[config.mk]
export PLATFORM = sky130hd
export DESIGN_NAME = particle_broadcast_ctrl_flat
export DESIGN_NICKNAME = d
export VERILOG_FILES = /design/src/rtl/md_pkg.sv /design/src/rtl/particle_broadcast_ctrl_if.sv /design/src/rtl/bcast_delay_line.sv /design/src/rtl/particle_broadcast_ctrl.sv /design/src/flat_wrapper.sv
export SDC_FILE = /design/constraint.sdc
export NUM_CORES = 1
export LEC_CHECK = 0
export ABC_AREA = 1
export CORE_MARGIN = 3
export CORE_UTILIZATION = 35
export CTS_CLUSTER_SIZE = 10
export DETAILED_ROUTE_END_ITERATION = 6
export PLACE_DENSITY = 0.59
export SLEW_MARGIN = 10
export SYNTH_ARGS = -nofsm -noshare
export SYNTH_HDL_FRONTEND = slang
export SYNTH_HIERARCHICAL = 1
export SYNTH_SLANG_ARGS = --single-unit
[constraint.sdc]
create_clock -name clk -period 1.8 [get_ports clk]
set_input_delay 0.27 -clock clk [delete_from_list [all_inputs] [get_ports clk]]
set_output_delay 0.27 -clock clk [all_outputs]
set_load 0.1 [all_outputs]
[src/rtl/md_pkg.sv]
`default_nettype none
// ---------------------------------------------------------------------------
// md_pkg : shared particle types and broadcast-sequencer definitions
// Rev 1.0
// ---------------------------------------------------------------------------
package md_pkg;

  localparam int PARTICLE_ID_W    = 8;
  localparam int BCAST_RD_LATENCY = 2;

  typedef logic [PARTICLE_ID_W-1:0] particle_id_t;

  localparam particle_id_t PID_FIRST = particle_id_t'(1);

  typedef enum logic [2:0] {
    IDLE     = 3'd0,
    WAIT_CNT = 3'd1,
    BCAST    = 3'd2,
    DRAIN    = 3'd3,
    DONE     = 3'd4
  } bcast_state_t;

  typedef struct packed {
    logic         valid;
    particle_id_t id;
    logic         last;
  } bcast_beat_t;

endpackage
`default_nettype wire

[src/rtl/particle_broadcast_ctrl_if.sv]
`default_nettype none
// ---------------------------------------------------------------------------
// particle_broadcast_ctrl_if : control, memory-read and output-beat bundle
// Rev 1.0
// ---------------------------------------------------------------------------
interface particle_broadcast_ctrl_if;
  import md_pkg::*;

  logic         start;
  particle_id_t particle_count;
  logic         count_valid;
  logic         ds_ready;
  logic         rd_en;
  particle_id_t rd_addr;
  logic         out_valid;
  particle_id_t out_id;
  logic         out_last;
  logic         busy;
  logic         broadcast_done;

  modport slave (
    input  start, particle_count, count_valid, ds_ready,
    output rd_en, rd_addr, out_valid, out_id, out_last, busy, broadcast_done
  );

  modport master (
    output start, particle_count, count_valid, ds_ready,
    input  rd_en, rd_addr, out_valid, out_id, out_last, busy, broadcast_done
  );

endinterface
`default_nettype wire

[src/rtl/bcast_delay_line.sv]
`default_nettype none
// ---------------------------------------------------------------------------
// bcast_delay_line : DEPTH-stage shift register aligning beats with memory data
// Rev 1.0
// ---------------------------------------------------------------------------
module bcast_delay_line
  import md_pkg::*;
#(
  parameter int DEPTH = BCAST_RD_LATENCY
) (
  input  logic        clk,
  input  logic        rst_n,
  input  bcast_beat_t beat_in,
  output bcast_beat_t beat_out,
  output logic        pending
);

  bcast_beat_t stage [DEPTH];

  always_ff @(posedge clk or negedge rst_n) begin
    if (!rst_n) begin
      for (int i = 0; i < DEPTH; i++) stage[i] <= '0;
    end else begin
      stage[0] <= beat_in;
      for (int i = 1; i < DEPTH; i++) stage[i] <= stage[i-1];
    end
  end

  // The output stage is excluded so the drain can finish on the out_last beat itself.
  always_comb begin
    pending = 1'b0;
    for (int i = 0; i < DEPTH - 1; i++) pending = pending | stage[i].valid;
  end

  assign beat_out = stage[DEPTH-1];

endmodule
`default_nettype wire

[src/rtl/particle_broadcast_ctrl.sv]
`default_nettype none
// ---------------------------------------------------------------------------
// particle_broadcast_ctrl : walks one home cell and issues its particles
// Rev 1.0
// ---------------------------------------------------------------------------
module particle_broadcast_ctrl
  import md_pkg::*;
#(
  parameter int RD_LATENCY = BCAST_RD_LATENCY
) (
  input  logic                      clk,
  input  logic                      rst_n,
  particle_broadcast_ctrl_if.slave  bus
);

  bcast_state_t state, state_nxt;
  particle_id_t next_id;
  particle_id_t count_q;
  logic         issue;
  logic         issue_last;
  logic         pending;
  bcast_beat_t  beat_in;
  bcast_beat_t  beat_out;

  always_ff @(posedge clk or negedge rst_n) begin
    if (!rst_n) state <= IDLE;
    else        state <= state_nxt;
  end

  // Equality against the latched count lets an all-ones count finish without wrap.
  assign issue_last = (next_id == count_q);

  always_comb begin
    state_nxt = state;
    issue     = 1'b0;
    case (state)
      IDLE:     if (bus.start) state_nxt = WAIT_CNT;
      WAIT_CNT: if (bus.count_valid)
                  state_nxt = (bus.particle_count == '0) ? DONE : BCAST;
      BCAST: begin
        issue = bus.ds_ready;
        if (issue && issue_last) state_nxt = DRAIN;
      end
      DRAIN:    if (!pending) state_nxt = DONE;
      DONE:     state_nxt = IDLE;
      default:  state_nxt = IDLE;
    endcase
  end

  always_ff @(posedge clk or negedge rst_n) begin
    if (!rst_n) begin
      next_id <= PID_FIRST;
      count_q <= '0;
    end else begin
      if (state == IDLE && bus.start) next_id <= PID_FIRST;
      else if (issue)                 next_id <= next_id + PID_FIRST;
      if (state == WAIT_CNT && bus.count_valid) count_q <= bus.particle_count;
    end
  end

  always_comb begin
    beat_in       = '0;
    beat_in.valid = issue;
    beat_in.id    = issue ? next_id : '0;
    beat_in.last  = issue && issue_last;
  end

  bcast_delay_line #(
    .DEPTH (RD_LATENCY)
  ) u_delay (
    .clk      (clk),
    .rst_n    (rst_n),
    .beat_in  (beat_in),
    .beat_out (beat_out),
    .pending  (pending)
  );

  assign bus.rd_en          = issue;
  assign bus.rd_addr        = issue ? (next_id - PID_FIRST) : '0;
  assign bus.out_valid      = beat_out.valid;
  assign bus.out_id         = beat_out.id;
  assign bus.out_last       = beat_out.last;
  assign bus.busy           = (state != IDLE);
  assign bus.broadcast_done = (state == DONE);

endmodule
`default_nettype wire
[src/flat_wrapper.sv]
// flat-port wrapper written by rule: the top's interface ports become plain ports
module particle_broadcast_ctrl_flat import md_pkg::*;
#(
  parameter int RD_LATENCY = BCAST_RD_LATENCY
)
  (clk, rst_n, bus_start, bus_particle_count, bus_count_valid, bus_ds_ready, bus_rd_en, bus_rd_addr, bus_out_valid, bus_out_id, bus_out_last, bus_busy, bus_broadcast_done);
  particle_broadcast_ctrl_if bus_i ();
  input  logic clk;
  input  logic rst_n;
  input wire logic [$bits(bus_i.start)-1:0] bus_start;
  input wire logic [$bits(bus_i.particle_count)-1:0] bus_particle_count;
  input wire logic [$bits(bus_i.count_valid)-1:0] bus_count_valid;
  input wire logic [$bits(bus_i.ds_ready)-1:0] bus_ds_ready;
  output wire logic [$bits(bus_i.rd_en)-1:0] bus_rd_en;
  output wire logic [$bits(bus_i.rd_addr)-1:0] bus_rd_addr;
  output wire logic [$bits(bus_i.out_valid)-1:0] bus_out_valid;
  output wire logic [$bits(bus_i.out_id)-1:0] bus_out_id;
  output wire logic [$bits(bus_i.out_last)-1:0] bus_out_last;
  output wire logic [$bits(bus_i.busy)-1:0] bus_busy;
  output wire logic [$bits(bus_i.broadcast_done)-1:0] bus_broadcast_done;
  assign bus_i.start = bus_start;
  assign bus_i.particle_count = bus_particle_count;
  assign bus_i.count_valid = bus_count_valid;
  assign bus_i.ds_ready = bus_ds_ready;
  assign bus_rd_en = bus_i.rd_en;
  assign bus_rd_addr = bus_i.rd_addr;
  assign bus_out_valid = bus_i.out_valid;
  assign bus_out_id = bus_i.out_id;
  assign bus_out_last = bus_i.out_last;
  assign bus_busy = bus_i.busy;
  assign bus_broadcast_done = bus_i.broadcast_done;
  particle_broadcast_ctrl #(.RD_LATENCY(RD_LATENCY)) u_core (.clk(clk), .rst_n(rst_n), .bus(bus_i));
endmodule
==> results.yml, run 1 <==
cells_and_area:
  synthToLayoutAreaGrowth_pct: 42.16
  fill_cells: 491
  finalNonFillerCells: 348
  finish.net_count: 292
  antenna-diode-count: 0
  register_area_um2: 978.4
  final_layout_size_suffix_gt1_frac: 0.2950
  multiInputGateArea_um2: 837.1
placed_design:
  post_dp_hpwl_mm: 3.015
  place_congestion: 0.8119
  place.detailed.instances: 333
  port-buffer-count: 33
  post-place-ws_ns: 0.007724
logic_synthesis:
  synthMostInstantiatedCell: "nand2_1"
  synth.top_cells.by_area: "dfrtp_1 (50%), nand2_1 (11%), inv_1 (6.1%)"
  netlist_instances: 231
  synth.top_cell.area_share: 0.4984
  ys_ff_latch: 39
  yosysWarnings: 6
  synth_enable_flop_cells: 0
  synth_cell_types: 31
  synth_commonest_cells: "nand2_1 (57), dfrtp_1 (38), inv_1 (31)"
  postSynth.topFlopCell: "dfrtp_1"
  ys_seq_area_frac: 0.5121
  synth.net_count: 246
  postSynth.asyncResetShare: 1.000
  postSynthAreaPerCell_um2: 8.260
  syn_area_mm2: 0.001908
  post_synth_top_area_cell: "dfrtp_1"
timing:
  timing.final.max_slew_violations: 0
  finalClockSkew_ns: 0.006727
  post_route_clock_period_utilization: 1.063
  grt_setup_unrepaired: "true"
  setup_ws_ns: -0.1138
  fin_tns_setup_ns: -0.3345
  worst_slew_pin_slew_ns: 0.4183
  timing_hold_violations_final: 0
  maxClockFrequency_mhz: 522.5
  period_minus_slack_ns: 1.914
  setup_viol: 4
  max-slew-margin-rel: 0.7205
routing:
  postRouteWirelength_mm: 4.106
  drt_first_pass_iters: 4
  num_vias: 1615
  drc: 0
  vias_per_cell: 4.641
  average_detailed_routed_wire_length_per_instance_um: 11.80
  detail_route.iter0.violations: 62
  postRouteAntennaNets: 0
floorplan:
  floorplan.initialDensity: 0.3666
  pin_count: 34
  die_w_um: 79.84
  core_mm2: 0.005205
  rows: 26
  die_area_mm2: 0.006374
  die_height_um: 79.84
worst_setup_path:
  cp_max_fo: 4
  cp.required_ns: 1.53
  worst_path_arrival_ns: 1.64
  worstSetupStartpointType: "flip-flop"
  critical_path.endpoint_type: "primary output"
  crit_type: "flip-flop to primary output"
  r2r.worst_path.cells: 8
clocking:
  clock-root-buffer: "clkbuf_8"
  cts_made_buffers: 5
  htreeDepth: 2
  clk-insertion-delay-late_ns: 0.30
  tritoncts: "built"
  cts.reportedPaths.clkPinSlew_ns: 0.07
  clock_tree.buffer_depth: 2
  clock-sinks: 39
global_route:
  grt_start_max_net_pins: 40
  first_pass_grt_wire_length_mm: 7.079
  grtUsageTotal: 0.1447
  number_of_global_route_vias_before_repair: 1566
  grt.overflow.total: 0
  grt_antenna_before_repair: 0
power:
  post-layout-total-power_mw: 3.903
  p_leak_nw: 1.323
  irDropWorstVdd_uv: 1305
  power_density_mw_per_mm2: 1439
min_path:
  worstHoldPathType: "flip-flop to flip-flop"
  min_delay_path_depth: 0
status:
  status: "finished with violations"
  failing_checks: "setup timing"
run:
  maxCapViolations: 0
-- cells in the final DEF, fill, tap and decap left out, drive strengths merged, types with 2 or more instances in the layout --
master         count
a211oi             2
nand3              8
a21oi              6
buf               41
nor3               8
o21ai             22
clkdlybuf4s50     11
clkbuf             5
xor2               2
inv               34
nand4              6
dfrtp             38
clkinv             3
or2                2
nand2             57
nor2              24
ha                 2
-- repair_timing --
item / 4_1_cts / 5_1_grt
resized for setup: 9 / 7
endpoints found under the hold margin: 38 / 0
endpoints found under the setup margin: 8 / 8
pin swaps: 5 / 1
setup buffers: 4 / 2
hold buffers: 1 / 0
-- metrics by stage --
step           hold slack [ns]  cell area (um^2)    util
2_1_floorplan         -0.02559              2001       -
3_3_place_gp            0.2538              2524  0.4849
5_1_grt                 0.3600              2713  0.5212
4_1_cts                 0.3533              2674  0.5137
6_report                0.3512              2713  0.5212
3_5_place_dp            0.2538              2524  0.4849
-- critical path, cell delays in order (launching register included) --
cell     delay [ns]
dfstp_2        0.56
inv_4          0.05
ha_4           0.17
or2_4          0.23
a21oi_4        0.14
buf_12         0.19
-- cells by family (layout without fill, tap and decap cells) --
group                      count (synthesis)  after routing  synth area share
xor gates and xnor gates                   2              2          0.009182
AOI/OAI and AO/OA                         32             32           0.09049
buffers and inverters                     48             95            0.1193
and+or+nand+nor                          108            108            0.2558
adders and majority gates                  2              2           0.01311
DFF                                       39             39            0.5121
-- sequential cells by signal, indices dropped and copies added, names as in the netlist --
register	flops
u_core/state	3
u_core/u_delay/stage	9
u_core/u_delay/pending	1
u_core/count_q	8
u_core/u_delay/beat_out	10
u_core/next_id	8
-- power breakdown --
part | leakage, nW | internal, mW | switching [mW]
logic | 0.754 | 0.789 | 1.31
registers | 0.522 | 1.06 | 0.159
clock network | 0.0477 | 0.265 | 0.319
-- worst paths after layout --
path	slack (ns)	from	to
max	-0.11	u_core/next_id[0]	bus_rd_addr[2]
min	0.35	u_core/u_delay/stage[17]	u_core/u_delay/beat_out[7]
max reg2reg	0.29	u_core/next_id[1]	u_core/next_id[5]
min reg2reg	0.35	u_core/u_delay/stage[17]	u_core/u_delay/beat_out[7]
max in group asynchronous	1.09	rst_n	u_core/next_id[0]
min in group asynchronous	0.46	rst_n	u_core/u_delay/beat_out[0]
-- routing by layer --
metal / GRT usage / wire length [um] / vias up / part of all wire
met4: 0.06588 / 88 / 0 / 0.021
met3: 0.04740 / 244 / 8 / 0.059
met1: 0.1782 / 1818 / 747 / 0.44
met5: 0 / 0 / - / 0
li1: - / - / 814 / -
met2: 0.2295 / 1955 / 46 / 0.48
-- layout make-up --
cell class | count | share of cell area
Timing Repair Buffer | 53 | 0.2168
Multi-Input combinational cell | 144 | 0.3086
Inverter | 34 | 0.05074
Clock inverter | 3 | 0.005535
Sequential cell | 39 | 0.3607
Tap cell | 70 | 0.03229
Clock buffer | 5 | 0.02537
No activity file was read; power rests on OpenSTA's default activity.
==> run 2, diff against run 1 <==
--- a/config.mk
+++ b/config.mk
@@ -7,10 +7,10 @@
 export LEC_CHECK = 0
 export ABC_AREA = 1
 export CORE_MARGIN = 3
-export CORE_UTILIZATION = 35
+export CORE_UTILIZATION = 45
 export CTS_CLUSTER_SIZE = 10
 export DETAILED_ROUTE_END_ITERATION = 6
-export PLACE_DENSITY = 0.59
+export PLACE_DENSITY = 0.72
 export SLEW_MARGIN = 10
 export SYNTH_ARGS = -nofsm -noshare
 export SYNTH_HDL_FRONTEND = slang
==> constraint.sdc (replaced) <==
create_clock -name clk -period 2 [get_ports clk]
set_input_delay 0.3 -clock clk [delete_from_list [all_inputs] [get_ports clk]]
set_output_delay 0.3 -clock clk [all_outputs]
set_load 0.1 [all_outputs]
==> run 2 against run 1 <==
  * Hold slack worse by 0.00093 ns
  * The flow now finishes without violations
  * Clock power fell by 0.7%
  * Global-route usage increased by 2.5 points
  * Largest cell class unchanged
  * Clock skew is 0.0013 ns lower
  * Design area shrank 0.97%
  * Critical path type unchanged
==> results.yml, run 2 (same netlist as run 1, synthesis figures left out) <==
routing:
  num_vias: 1631
  postRouteWirelength_mm: 4.182
  postRouteAntennaNets: 0
  drc: 0
  average_detailed_routed_wire_length_per_instance_um: 12.63
  vias_per_cell: 4.927
  drt_first_pass_iters: 4
  detail_route.iter0.violations: 143
clocking:
  tritoncts: "built"
  clk-insertion-delay-late_ns: 0.29
  cts.reportedPaths.clkPinSlew_ns: 0.08
  clock-sinks: 39
  htreeDepth: 2
  clock-root-buffer: "clkbuf_8"
  cts_made_buffers: 5
  clock_tree.buffer_depth: 2
floorplan:
  pin_count: 34
  rows: 23
  floorplan.initialDensity: 0.4702
  die_area_mm2: 0.005057
  core_mm2: 0.004058
  die_w_um: 71.12
  die_height_um: 71.12
min_path:
  worstHoldPathType: "flip-flop to flip-flop"
worst_setup_path:
  cp_max_fo: 5
  cp.required_ns: 1.70
  worst_path_arrival_ns: 1.67
  worstSetupStartpointType: "flip-flop"
  crit_type: "flip-flop to primary output"
  critical_path.endpoint_type: "primary output"
timing:
  worst_slew_pin_slew_ns: 0.3914
  setup_viol: 0
  post_route_clock_period_utilization: 0.9832
  timing.final.max_slew_violations: 0
  grt_setup_unrepaired: "true"
  finalClockSkew_ns: 0.005400
  timing_hold_violations_final: 0
  max-slew-margin-rel: 0.7384
  maxClockFrequency_mhz: 508.5
  period_minus_slack_ns: 1.966
cells_and_area:
  mostFrequentLayoutCell: "nand2_1"
  register_area_um2: 978.4
  largest_register_ff_count: 10
  synthToLayoutAreaGrowth_pct: 40.79
  antenna-diode-count: 0
  finalNonFillerCells: 331
  finish.net_count: 295
  utilization: 0.6620
  fill_cells: 318
  multiInputGateArea_um2: 805.8
  most-common-layout-cells: "nand2_1 (56), dfrtp_1 (37), buf_4 (31), inv_1 (29), o21ai_0 (18)"
  final_layout_size_suffix_gt1_frac: 0.2918
global_route:
  first_pass_grt_wire_length_mm: 6.693
  grtUsageTotal: 0.1697
  number_of_global_route_vias_before_repair: 1464
  grt_start_max_net_pins: 40
  grt.overflow.total: 0
  grt_antenna_before_repair: 0
status:
  status: "finished clean"
power:
  power_density_mw_per_mm2: 1344
  p_leak_nw: 1.327
  irDropWorstVdd_uv: 1108
run:
  maxCapViolations: 0
placed_design:
  port-buffer-count: 33
  post_dp_hpwl_mm: 2.913
  place.detailed.instances: 309
  place_congestion: 0.8896
## run 2: cell types whose count changed in the layout (fill, tap and decap cells not counted), moves of 2 or more
cell and change:
buf_4 +4, clkbuf_8 +2, clkinv_2 -3, inv_4 +2
nor2_2 +2, nor2_4 -2
## run 2: timing repair
action                                 in CTS  in global routing
endpoints found under the hold margin      38                  0
buffers inserted                            1                 12
pin swaps                                   2                  6
setup endpoints to repair                   4                  7
gates resized for setup                     7                  7
hold buffers                                1                  0
## run 2: where the power goes
| part | switching (mW) | internal [mW] |
|---|---|---|
| Sequential | 0.151 | 0.955 |
| Combinational | 1.19 | 0.735 |
| Clock | 0.266 | 0.313 |
## run 2: worst paths after layout
kind | endpoint | from | slack (ns) | cells past startpoint
worst max-delay path | bus_rd_addr[2] | u_core/next_id[0] | 0.03 | 5
worst min-delay path | u_core/u_delay/beat_out[1] | u_core/u_delay/stage[11] | 0.35 | 0
worst max register to register | u_core/state[2] | u_core/next_id[0] | 0.45 | 9
worst min register to register | u_core/u_delay/beat_out[1] | u_core/u_delay/stage[11] | 0.35 | 0
max in group asynchronous | u_core/next_id[0] | rst_n | 1.25 | 3
min in group asynchronous | u_core/u_delay/beat_out[2] | rst_n | 0.50 | 3
## run 2: area by class of cell
| type | count | share of cell area |
|---|---|---|
| Multi-Input combinational cell | 144 | 0.3000 |
| Timing Repair Buffer | 56 | 0.2226 |
| Inverter | 34 | 0.05123 |
| Clock buffer | 7 | 0.03586 |
| Tap cell | 50 | 0.02329 |
| Clock inverter | 1 | 0.002795 |
| Sequential cell | 39 | 0.3642 |
## run 2: worst max-delay path: stages (launching register included)
cell and delay [ns]:
dfstp_2 0.56, inv_4 0.06, ha_4 0.17, or2_4 0.24
a21oi_4 0.17, buf_12 0.19
## run 2: metrics by stage
stage / setup TNS [ns] / hold slack, ns / total power [mW] / setup WS, ns / instance area, um^2
finish: 0 / 0.3502 / 3.610 / 0.03353 / 2686
global route: -0.03513 / 0.3550 / 3.839 / -0.01956 / 2686
CTS: 0 / 0.3511 / 3.421 / 0.0009799 / 2582
detailed placement: 0 / 0.2825 / 2.778 / 0.09552 / 2436
global placement: 0 / 0.2802 / 2.725 / 0.09840 / 2436
floorplan: -0.3185 / 0.004409 / 2.283 / -0.09196 / 1981
## run 2: routing by layer
layer	wire, um	up-vias	GRT usage
li1	-	823	-
met3	220	6	0.04830
met5	0	-	0
met1	1765	754	0.2137
met4	58	0	0.05010
met2	2138	48	0.2842
==> run 3, diff against run 2 <==
--- a/config.mk
+++ b/config.mk
@@ -8,9 +8,9 @@
 export ABC_AREA = 1
 export CORE_MARGIN = 3
 export CORE_UTILIZATION = 45
-export CTS_CLUSTER_SIZE = 10
 export DETAILED_ROUTE_END_ITERATION = 6
 export PLACE_DENSITY = 0.72
+export SKIP_LAST_GASP = 1
 export SLEW_MARGIN = 10
 export SYNTH_ARGS = -nofsm -noshare
 export SYNTH_HDL_FRONTEND = slang
==> run 3 against run 2 <==
  * Via count rose by 0.80%
  * Critical endpoint unchanged
  * Combinational power barely moved
  * Total power barely moved
  * Largest cell class unchanged
  * Utilization did not move
  * Cell count did not move
  * Design area did not move
==> results.yml, run 3 (same netlist as run 1, synthesis figures left out) <==
run:
  maxCapViolations: 0
timing:
  timing.final.max_slew_violations: 0
  worst_slew_pin_slew_ns: 0.3934
  finalClockSkew_ns: 0.005020
  timing_hold_violations_final: 0
  post_route_clock_period_utilization: 0.9830
  max-slew-margin-rel: 0.7371
  period_minus_slack_ns: 1.966
  setup_viol: 0
  grt_setup_unrepaired: "true"
  maxClockFrequency_mhz: 508.7
routing:
  drt_first_pass_iters: 4
  postRouteAntennaNets: 0
  vias_per_cell: 4.967
  average_detailed_routed_wire_length_per_instance_um: 12.66
  drc: 0
  detail_route.iter0.violations: 143
  num_vias: 1644
  postRouteWirelength_mm: 4.192
floorplan:
  rows: 23
  die_area_mm2: 0.005057
  floorplan.initialDensity: 0.4702
  pin_count: 34
  die_w_um: 71.12
  die_height_um: 71.12
  core_mm2: 0.004058
min_path:
  min_delay_path_depth: 0
  worstHoldPathType: "flip-flop to flip-flop"
cells_and_area:
  most-common-layout-cells: "nand2_1 (56), dfrtp_1 (37), buf_4 (31), inv_1 (29), o21ai_0 (19)"
  largest_register_ff_count: 10
  final_design_area_no_fill_mm2: 0.002686
  mostFrequentLayoutCell: "nand2_1"
  synthToLayoutAreaGrowth_pct: 40.79
  utilization: 0.6620
  finish.net_count: 295
  fill_cells: 318
  register_area_um2: 978.4
  final_layout_size_suffix_gt1_frac: 0.2918
  antenna-diode-count: 0
  multiInputGateArea_um2: 805.8
worst_setup_path:
  cp.required_ns: 1.70
  critical_path.endpoint_type: "primary output"
  crit_chain: "inv_4, ha_4, or2_4, a21oi_4, buf_12"
  cp_slowest_cell: "dfstp_2"
  r2r.worst_path.cells: 9
  crit_path_max_incr_delay_ns: 0.56
  worst_path_arrival_ns: 1.67
  worstSetupStartpointType: "flip-flop"
  crit_type: "flip-flop to primary output"
  cp_max_fo: 5
placed_design:
  post_dp_hpwl_mm: 2.913
  dpl_cell_area_mm2: 0.002436
  place_congestion: 0.8896
  port-buffer-count: 33
clocking:
  clock_tree.buffer_depth: 2
  clock-root-buffer: "clkbuf_8"
  cts_made_buffers: 5
  cts.reportedPaths.clkPinSlew_ns: 0.07
  htreeDepth: 2
  clock-sinks: 39
  tritoncts: "built"
  clk-insertion-delay-late_ns: 0.29
power:
  power_density_mw_per_mm2: 1344
  irDropWorstVdd_uv: 1110
  p_leak_nw: 1.327
  post-layout-total-power_mw: 3.611
global_route:
  first_pass_grt_wire_length_mm: 6.693
  number_of_global_route_vias_before_repair: 1464
  grtUsageTotal: 0.1697
  global_route_hottest_layer: "met2"
  grt_start_max_net_pins: 40
  met2_usage: 0.2842
  grt.overflow.total: 0
  groute.layer.met3.usage: 0.04830
  grt_antenna_before_repair: 0
  grt.met1_usage: 0.2137
status:
  status: "finished clean"
[run 3: cell types whose count changed in the layout (fill, tap and decap cells not counted)]
cell / before / now
o21ai_1: 3 / 2
o21ai_0: 18 / 19
[run 3: repair_timing]
item                                   CTS  global route
setup buffers                            1            12
endpoints found under the hold margin   38             0
hold buffers                             1             0
pin swaps                                2             6
setup endpoints to repair                4             7
gates resized for setup                  7             6
[run 3: final timing paths]
check / slack, ns / start / end
min: 0.35 / u_core/u_delay/stage[11] / u_core/u_delay/beat_out[1]
max: 0.03 / u_core/next_id[0] / bus_rd_addr[2]
max in group asynchronous: 1.25 / rst_n / u_core/next_id[0]
min reg2reg: 0.35 / u_core/u_delay/stage[11] / u_core/u_delay/beat_out[1]
max reg2reg: 0.44 / u_core/next_id[0] / u_core/state[2]
min in group asynchronous: 0.50 / rst_n / u_core/u_delay/beat_out[2]
[run 3: per-stage QoR]
stage	setup TNS (ns)	std cells	worst slack (ns)	hold WS [ns]
2_1_floorplan	-0.3185	231	-0.09196	0.004409
3_3_place_gp	0	309	0.09840	0.2802
3_5_place_dp	0	309	0.09552	0.2825
4_1_cts	0	319	0.0009799	0.3511
5_1_grt	-0.04608	331	-0.01956	0.3550
6_report	0	331	0.03405	0.3502
[run 3: where the power goes]
group	total, mW	internal [mW]	leakage [nW]	switching (mW)
Combinational	1.93	0.735	0.755	1.19
Sequential	1.11	0.955	0.521	0.150
Clock	0.579	0.313	0.0505	0.266
Total	3.61	2.00	1.33	1.61
[run 3: final cells by class]
type,count,area share
Sequential cell,39,0.3642
Multi-Input combinational cell,144,0.3000
Timing Repair Buffer,56,0.2226
Inverter,34,0.05123
Clock buffer,7,0.03586
Tap cell,50,0.02329
Clock inverter,1,0.002795
[run 3: worst max-delay path, delay by kind of cell, from the launching register on]
kind / cells / cell delay [ns]
DFF: 1 / 0.56
buffers and inverters: 2 / 0.25
and+or+nand+nor: 1 / 0.24
adders and majority gates: 1 / 0.17
AOI/OAI and AO/OA: 1 / 0.17
[run 3: layer usage]
layer / vias to the layer above / routed length, um
met5: - / 0
met1: 761 / 1763
met2: 54 / 2144
li1: 823 / -
met4: 0 / 58
met3: 6 / 226
